[config.mk]
export PLATFORM = sky130hd
export DESIGN_NAME = instr_seq
export DESIGN_NICKNAME = d
export VERILOG_FILES = /design/src/rtl/instr_seq.sv
export SDC_FILE = /design/constraint.sdc
export NUM_CORES = 1
export LEC_CHECK = 0
export ABC_AREA = 0
export CORE_MARGIN = 3
export CORE_UTILIZATION = 40
export DETAILED_ROUTE_END_ITERATION = 7
export PLACE_DENSITY = 0.81
export SYNTH_ARGS = -nofsm -noshare
export SYNTH_HDL_FRONTEND = slang
export SYNTH_SLANG_ARGS = --single-unit
[constraint.sdc]
create_clock -name clk -period 5.15 [get_ports clk]
set_clock_uncertainty 0.05 [all_clocks]
set_input_delay 1.03 -clock clk [delete_from_list [all_inputs] [get_ports clk]]
set_output_delay 1.03 -clock clk [all_outputs]
set_load 0.01 [all_outputs]
[src/rtl/instr_seq.sv]
// instr_seq: MSP430 multi-cycle instruction sequencer (fetch, ext words, operand reads, autoinc, exec, writeback).
// Revision 1.0
`default_nettype none

module instr_seq (
  input  logic        clk,
  input  logic        rst,
  input  logic [15:0] ir,
  input  logic        mem_ack,
  input  logic        jmp_taken,
  output logic        mem_req,
  output logic        mem_we,
  output logic [2:0]  mab_sel,
  output logic        ir_ld,
  output logic        pc_inc,
  output logic        pc_ld,
  output logic        xw_ld,
  output logic        src_ld,
  output logic        dst_ld,
  output logic        rw,
  output logic        wb_sel,
  output logic        exec,
  output logic        done,
  output logic        unsup,
  output logic [3:0]  state
);

  typedef enum logic [3:0] {
    S_FETCH   = 4'd0,
    S_DECODE  = 4'd1,
    S_SRC_EXT = 4'd2,
    S_SRC_RD  = 4'd3,
    S_AUTOINC = 4'd4,
    S_DST_EXT = 4'd5,
    S_DST_RD  = 4'd6,
    S_EXEC    = 4'd7,
    S_WB      = 4'd8
  } state_t;

  localparam logic [2:0] MAB_PC   = 3'd0;
  localparam logic [2:0] MAB_CALC = 3'd2;

  state_t cur_state, nxt_state;

  // Byte/word select only matters to the CALC incrementer, not to sequencing.
  logic unused_bw;
  assign unused_bw = ir[6];

  logic       is_jmp, is_f2, is_f1, is_illegal, is_unsup;
  logic       ad;
  logic [1:0] as_m;
  logic [3:0] sreg;
  logic       cg, imm, need_ext, need_src_rd, need_ai, dst_mem, wb_mem, no_wb;
  state_t     after_ai, after_rd, after_ext;

  assign is_jmp     = (ir[15:13] == 3'b001);
  assign is_f2      = (ir[15:10] == 6'b000100);
  assign is_f1      = (ir[15:12] >= 4'd4);
  assign is_illegal = !(is_jmp || is_f2 || is_f1);
  assign is_unsup   = is_f2 && ir[9];

  assign ad   = ir[7];
  assign as_m = ir[5:4];
  // Format II carries its single operand in the As/dst fields.
  assign sreg = is_f2 ? ir[3:0] : ir[11:8];

  assign cg          = (sreg == 4'd3) || ((sreg == 4'd2) && as_m[1]);
  assign imm         = (as_m == 2'b11) && (sreg == 4'd0);
  assign need_ext    = ((as_m == 2'b01) && (sreg != 4'd3)) || imm;
  assign need_src_rd = (as_m != 2'b00) && !cg && !imm;
  assign need_ai     = (as_m == 2'b11) && (sreg != 4'd0) && (sreg != 4'd2) && (sreg != 4'd3);
  assign dst_mem     = is_f1 && ad;
  assign wb_mem      = dst_mem || (is_f2 && (as_m != 2'b00));
  assign no_wb       = is_f1 && ((ir[15:12] == 4'b1001) || (ir[15:12] == 4'b1011));

  assign after_ai  = dst_mem ? S_DST_EXT : S_EXEC;
  assign after_rd  = need_ai ? S_AUTOINC : after_ai;
  assign after_ext = need_src_rd ? S_SRC_RD : after_rd;

  always_ff @(posedge clk) begin
    if (rst) begin
      cur_state <= S_FETCH;
    end else begin
      cur_state <= nxt_state;
    end
  end

  logic       req_c, we_c, irld_c, pcinc_c, pcld_c, xwld_c, srcld_c, dstld_c;
  logic       rw_c, wbsel_c, exec_c, done_c, unsup_c;
  logic [2:0] mab_c;

  always_comb begin
    nxt_state = cur_state;
    req_c     = 1'b0;
    we_c      = 1'b0;
    mab_c     = MAB_PC;
    irld_c    = 1'b0;
    pcinc_c   = 1'b0;
    pcld_c    = 1'b0;
    xwld_c    = 1'b0;
    srcld_c   = 1'b0;
    dstld_c   = 1'b0;
    rw_c      = 1'b0;
    wbsel_c   = 1'b0;
    exec_c    = 1'b0;
    done_c    = 1'b0;
    unsup_c   = 1'b0;
    case (cur_state)
      S_FETCH: begin
        req_c = 1'b1;
        if (mem_ack) begin
          irld_c    = 1'b1;
          pcinc_c   = 1'b1;
          nxt_state = S_DECODE;
        end
      end
      S_DECODE: begin
        if (is_jmp) begin
          nxt_state = S_EXEC;
        end else if (is_illegal || is_unsup) begin
          unsup_c   = 1'b1;
          nxt_state = S_FETCH;
        end else if (need_ext) begin
          nxt_state = S_SRC_EXT;
        end else begin
          nxt_state = after_ext;
        end
      end
      S_SRC_EXT: begin
        req_c = 1'b1;
        if (mem_ack) begin
          xwld_c    = 1'b1;
          pcinc_c   = 1'b1;
          nxt_state = after_ext;
        end
      end
      S_SRC_RD: begin
        req_c = 1'b1;
        mab_c = MAB_CALC;
        if (mem_ack) begin
          srcld_c   = 1'b1;
          nxt_state = after_rd;
        end
      end
      S_AUTOINC: begin
        rw_c      = 1'b1;
        wbsel_c   = 1'b1;
        nxt_state = after_ai;
      end
      S_DST_EXT: begin
        req_c = 1'b1;
        if (mem_ack) begin
          xwld_c    = 1'b1;
          pcinc_c   = 1'b1;
          nxt_state = S_DST_RD;
        end
      end
      S_DST_RD: begin
        req_c = 1'b1;
        mab_c = MAB_CALC;
        if (mem_ack) begin
          dstld_c   = 1'b1;
          nxt_state = S_EXEC;
        end
      end
      S_EXEC: begin
        exec_c = 1'b1;
        if (is_jmp) begin
          pcld_c    = jmp_taken;
          done_c    = 1'b1;
          nxt_state = S_FETCH;
        end else if (no_wb) begin
          done_c    = 1'b1;
          nxt_state = S_FETCH;
        end else begin
          nxt_state = S_WB;
        end
      end
      S_WB: begin
        if (wb_mem) begin
          req_c = 1'b1;
          we_c  = 1'b1;
          mab_c = MAB_CALC;
          if (mem_ack) begin
            done_c    = 1'b1;
            nxt_state = S_FETCH;
          end
        end else begin
          rw_c      = 1'b1;
          done_c    = 1'b1;
          nxt_state = S_FETCH;
        end
      end
      default: nxt_state = S_FETCH;
    endcase
  end

  // Reset squelches outputs in the same cycle so an in-flight access is dropped at once.
  assign mem_req = req_c   & ~rst;
  assign mem_we  = we_c    & ~rst;
  assign mab_sel = rst ? 3'd0 : mab_c;
  assign ir_ld   = irld_c  & ~rst;
  assign pc_inc  = pcinc_c & ~rst;
  assign pc_ld   = pcld_c  & ~rst;
  assign xw_ld   = xwld_c  & ~rst;
  assign src_ld  = srcld_c & ~rst;
  assign dst_ld  = dstld_c & ~rst;
  assign rw      = rw_c    & ~rst;
  assign wb_sel  = wbsel_c & ~rst;
  assign exec    = exec_c  & ~rst;
  assign done    = done_c  & ~rst;
  assign unsup   = unsup_c & ~rst;
  assign state   = rst ? 4'd0 : cur_state;

endmodule

`default_nettype wire

# After elaboration in Yosys (flattened, before gate mapping)
# Cells that the tools add are included.
dict set report totals {
  register_bits 4
  in_bits 20
  out_inout_bits 20
  elab_cells 114
}
dict set report classes {
  n_lt_le_gt_ge 1
  eq_ne 24
  n_mux 43
  bitwise_logic 14
  n_reduce_logical 31
}
# op count
set op_table {}
lappend op_table {{4-bit two-way mux} 11}
lappend op_table {{4-bit case mux with 9 select lines} 1}
lappend op_table {{1-bit two-way mux} 19}
lappend op_table {{4-bit by 2-bit == test with 1-bit output (second input constant)} 4}
lappend op_table {{4-bit by 3-bit == test with 1-bit output (second input constant)} 4}
lappend op_table {{3-bit two-way mux} 5}
lappend op_table {{1-bit bitwise AND} 13}
lappend op_table {{4-bit == test (second input constant)} 3}
lappend op_table {{1-bit logical AND} 12}
lappend op_table {{2-bit != test (second input constant)} 5}
lappend op_table {{4-bit logical NOT} 2}
lappend op_table {{4-bit by 2-bit != test with 1-bit output (second input constant)} 2}
lappend op_table {{1-bit logical OR} 7}
lappend op_table {{6-bit by 3-bit == test with 1-bit output (second input constant)} 1}
lappend op_table {{2-bit two-way mux} 3}
lappend op_table {{1-bit case mux with 2 select lines} 3}
lappend op_table {{6-bit AND reduction} 1}
lappend op_table {{5-bit OR reduction} 1}
lappend op_table {{4-bit by 1-bit == test with 1-bit output (second input constant)} 1}
lappend op_table {{4-bit by 3-bit >= comparator with 1-bit output (second input constant)} 1}
lappend op_table {{2-bit case mux with 2 select lines} 1}
lappend op_table {{4-bit nonzero test} 1}
lappend op_table {{2-bit OR reduction} 2}
lappend op_table {{3-bit by 1-bit == test with 1-bit output (second input constant)} 1}
lappend op_table {{other kinds (7)} 9}

# Depth between registers and ports, before layout
# Gate-level depths: netlist of the first run.
dict set report logic_depth {
  word_depth 13
  mapped_depth 7
  depth_no_buf 6
}

# Worst setup path after synthesis of the first run
# No wires, ideal clock.
dict set report synth_path {
  kind {input port to output port}
  startpoint {input port ir[15]}
  endpoint {output port mab_sel[1]}
  arrival_ns 2.380
  required_time_ns 4.070
  path_slack_ns 1.690
  stages 6
  n_path_buf 0
  path_cell_list {or4b_4 o41ai_4 nand3_1 o21ai_1 a21oi_1 nor2_1}
}
dict set report synth_between {
  elab_chain_len 6
  elab_cells_between_ends 8
  cone_classes {order compare: 1; eq/ne: 1; mux: 3; reduce/logical: 3}
}
# element line_no
set synth_rtl {}
lappend synth_rtl {{from (decl)} 8} ;# input logic [15:0] ir,
lappend synth_rtl {{4-bit by 3-bit >= comparator with 1-bit output or 6-bit by 3-bit == test with 1-bit output (tied branches)} {58, 57}}
lappend synth_rtl {{1-bit logical AND (on tied branches)} {72, 73}}
lappend synth_rtl {{1-bit logical OR *} 73} ;# assign wb_mem = dst_mem || (is_f2 && (as_m != 2'b00));
lappend synth_rtl {{2-bit two-way mux *} 180} ;# if (wb_mem) begin
lappend synth_rtl {{2-bit case mux with 2 select lines *} 108} ;# case (cur_state)
lappend synth_rtl {{3-bit two-way mux *} 201} ;# assign mab_sel = rst ? 3'd0 : mab_c;
lappend synth_rtl {{to (decl)} 13} ;# output logic [2:0] mab_sel,
# Mark *: on every way between the ends. The rest lies on a longest branch, timed or not.

# Worst setup path after layout of the first run
# Ends and elaborated chain as after synthesis.

==> results.sh, run 1 <==
export IMPL_status="complete, no violations"
export IMPL_ys_ff_latch=4
export IMPL_worst_slack_ps=556
export IMPL_critPathMostFrequentCell="clkdlybuf4s50_1"
export IMPL_pwr_share_seq_pct=21.2
export IMPL_cp_slowest_cell="or4b_4"
export IMPL_path_max_fanout=5
export IMPL_n_fill_cell=168
export IMPL_multiInputGateArea_um2=659
export IMPL_grt_max_degree=17
export IMPL_arrival_ps=3510
export IMPL_routed_wl_um=2320
export IMPL_largest_register="cur_state"
export IMPL_power_leakage_nw=0.410
export IMPL_synth_top_flop_cell="dfxtp_1"
export IMPL_min_period_over_period_pct=89.2
export IMPL_die_height_um=50.2
export IMPL_largestRegisters="cur_state x4"
export IMPL_antenna_found_initial=0
export IMPL_yosysWarnings=0
export IMPL_htreeDepth=1
export IMPL_end_kind="output port"
export IMPL_power_density_nw_per_um2=264
export IMPL_core_um2=1780
export IMPL_cts_tree="built"
export IMPL_dp_cells=177
export IMPL_peakVddDrop_v=0.000284
export IMPL_cts_setup_buffers=0
export IMPL_hold_class="flop to flop"
export IMPL_globalplace_congestion=0.859
export IMPL_fp_dieW_um=50.2
export IMPL_synth_fa_ha_area_share_pct=0
export IMPL_synth_async_reset_ratio_pct=0
export IMPL_cp_num_cells=8
export IMPL_postCtsResizedCells=0
export IMPL_instances_no_fill=180
export IMPL_diodes=0
export IMPL_root_buffer="clkbuf_4"
export IMPL_layout_commonest_cell="clkdlybuf4s50_1"
export IMPL_grt_pass1_wl_um=4130
export IMPL_cp_top_family="buffers and inverters"
export IMPL_p_comb_share_pct=66.8
export IMPL_ctsHoldBuffers=0
export IMPL_reg2reg_depth=6
export IMPL_max_freq_mhz=218
export IMPL_tightestPinTransition_ps=695
export IMPL_rsz0062_at_grt="false"
export IMPL_initial_core_util_pct=43.8
export IMPL_drcViolationCount=0
export IMPL_clk_pin_slew_ps=40
export IMPL_cts_buffers_inserted=3
export IMPL_p_int_mw=0.163
export IMPL_slowest_delay_ps=600
export IMPL_final_setup_tns_ps=0
export IMPL_ios=40
export IMPL_fp_row_count=15
export IMPL_nets=177
export IMPL_syn_cell_area_um2=781
export IMPL_largest_reg_flops=4
export IMPL_hpwl_um=1800
export IMPL_grt_usage_pct=20.1
export IMPL_p_sw_mw=0.144
export IMPL_die_area_um2=2520
export IMPL_hold_viol_final=0
export IMPL_slew_violations=0
export IMPL_crit_required_ps=4070
export IMPL_cts_buffer_depth=2
export IMPL_crit_type="input pin to output port"
export IMPL_firstDrtPassIters=6
export IMPL_pre_cts_slack_ps=571
export IMPL_portBuffers=36
export IMPL_synth_xor_area_share_pct=0
export IMPL_drv_cap=0
export IMPL_ys_seq_area_share_pct=10.3
export IMPL_critPathBufInv=2
export IMPL_crit_chain="clkdlybuf4s50_1 -> or4b_4 -> o41ai_4 -> nand3_1 -> o21ai_1 -> a21oi_1 -> nor2_1 -> clkdlybuf4s50_1"
export IMPL_vias=1006
export IMPL_power_share_clock_pct=12.0
export IMPL_grt_overflow_total=0
export IMPL_final_cell_mix="36 x clkdlybuf4s50_1, 20 x nor2_1, 10 x nand2_1, 10 x nor3_1, 8 x nand3_1"
export IMPL_min_period_ps=4590
export IMPL_worst_setup_path_start_kind="input pin"
export IMPL_finalPower_mw=0.307
export IMPL_syn_inst=122
export IMPL_synth_simple_gate_area_share_pct=50.5
export IMPL_via_per_inst=5.59
export IMPL_dpl_cell_area_um2=1140
export IMPL_synth_compound_area_share_pct=30.3
export IMPL_drt_wirelength_per_cell_um=12.9
export IMPL_syn2layout_area_growth_pct=48.7
export IMPL_synthDistinctLibCells=43
export IMPL_switching_share_pct=46.9
export IMPL_setup_viol_count_final=0
export IMPL_regArea_um2=80.1
export IMPL_syn_area_per_cell_um2=6.40
export IMPL_first_global_vias=923
export IMPL_max_slew_margin_pct=53.1
export IMPL_ant_nets=0
export IMPL_synth_top_family_by_area="simple AND/OR/NAND/NOR gates"
export IMPL_fin_area_um2=1160
export IMPL_drive_gt1_share_pct=7.74
export IMPL_synth_edf_count=0
export IMPL_cts_sinks=4
export IMPL_insertion_delay_ps=230
export IMPL_synth_area_mux_share_pct=2.72
export IMPL_drt_iter0_markers=33
export IMPL_holdPathStages=2
## Yosys cell counts (2+ instances only)
master,instances,area (um^2)
nand4_1,3,18.8
clkbuf_1,4,15.0
inv_1,2,7.51
or2b_2,2,17.5
nand2b_1,4,25.0
nand2_1,10,37.5
buf_4,3,22.5
nor2_1,20,75.1
a21oi_1,5,25.0
nor4_1,3,18.8
nand3_1,8,40.0
o41ai_1,2,17.5
nor3_1,10,50.1
a32oi_1,2,17.5
dfxtp_1,4,80.1
o21ai_0,7,35.0
o21ai_1,2,10.0
nor2b_1,4,25.0
and3_1,3,18.8
## per-stage QoR
stage          hold WS, ps  utilization (%)
2_1_floorplan          593                -
3_3_place_gp           641             63.9
3_5_place_dp           657             63.9
4_1_cts                670             65.1
5_1_grt                743             65.1
6_report               666             65.1
## cells by family after synthesis
family	count (synthesis)
DFF	4
buffers and inverters	9
AOI/OAI and AO/OA	31
other	1
muxes	2
and+or+nand+nor	75
## path summary, 6_finish.rpt
path | slack (ps) | start | end
setup / recovery | 560 | ir[15] | mab_sel[1]
hold / removal | 670 | cur_state[0] | cur_state[0]
setup reg to reg | 3360 | cur_state[0] | cur_state[1]
hold reg to reg | 670 | cur_state[0] | cur_state[0]
## power groups by stage
stage | combinational (mW) | clock, mW | sequential, mW
after floorplan | 0.153 | 0 | 0.0454
after global placement | 0.201 | 0 | 0.0643
after detailed placement | 0.202 | 0 | 0.0646
after CTS | 0.204 | 0.0384 | 0.0644
after global routing | 0.229 | 0.0415 | 0.0689
final | 0.205 | 0.0369 | 0.0651
## per-layer routing
layer / vias up / part of all wire [%] / GRT usage (%) / wire length [um]
li1: 520 / - / - / -
met1: 442 / 46 / 26.4 / 1070
met2: 40 / 47 / 32.0 / 1090
met3: 4 / 5.9 / 5.04 / 138
met4: 0 / 0.90 / 6.45 / 21
met5: - / 0 / 0 / 0
## cell type report
type / count / share of cell area (%)
timing repair buffer: 36 / 31.0
multi-input combinational: 110 / 56.8
clock buffer: 3 / 1.94
inverter: 2 / 0.647
tap: 25 / 2.69
sequential: 4 / 6.90
## worst min-delay path, delay by kind of cell, from the launching register on
| kind | cells | cell delay (ps) |
|---|---|---|
| flops | 1 | 390 |
| compound gates | 2 | 290 |
Note: power is estimated with default switching activity, not from simulation.
==> run 2, diff against run 1 <==
--- a/config.mk
+++ b/config.mk
@@ -9,7 +9,9 @@
 export CORE_MARGIN = 3
 export CORE_UTILIZATION = 40
 export DETAILED_ROUTE_END_ITERATION = 7
+export HOLD_SLACK_MARGIN = 0.08
 export PLACE_DENSITY = 0.81
+export SKIP_CTS_REPAIR_TIMING = 1
 export SYNTH_ARGS = -nofsm -noshare
 export SYNTH_HDL_FRONTEND = slang
 export SYNTH_SLANG_ARGS = --single-unit
==> results of run 2 <==
No change in the layout: final DEF, timing and power equal those of run 1.
==> run 3, diff against run 2 <==
--- a/config.mk
+++ b/config.mk
@@ -8,6 +8,7 @@
 export ABC_AREA = 0
 export CORE_MARGIN = 3
 export CORE_UTILIZATION = 40
+export CTS_CLUSTER_SIZE = 8
 export DETAILED_ROUTE_END_ITERATION = 7
 export HOLD_SLACK_MARGIN = 0.08
 export PLACE_DENSITY = 0.81
==> results of run 3 <==
No change in the layout: final DEF, timing and power equal those of run 1.
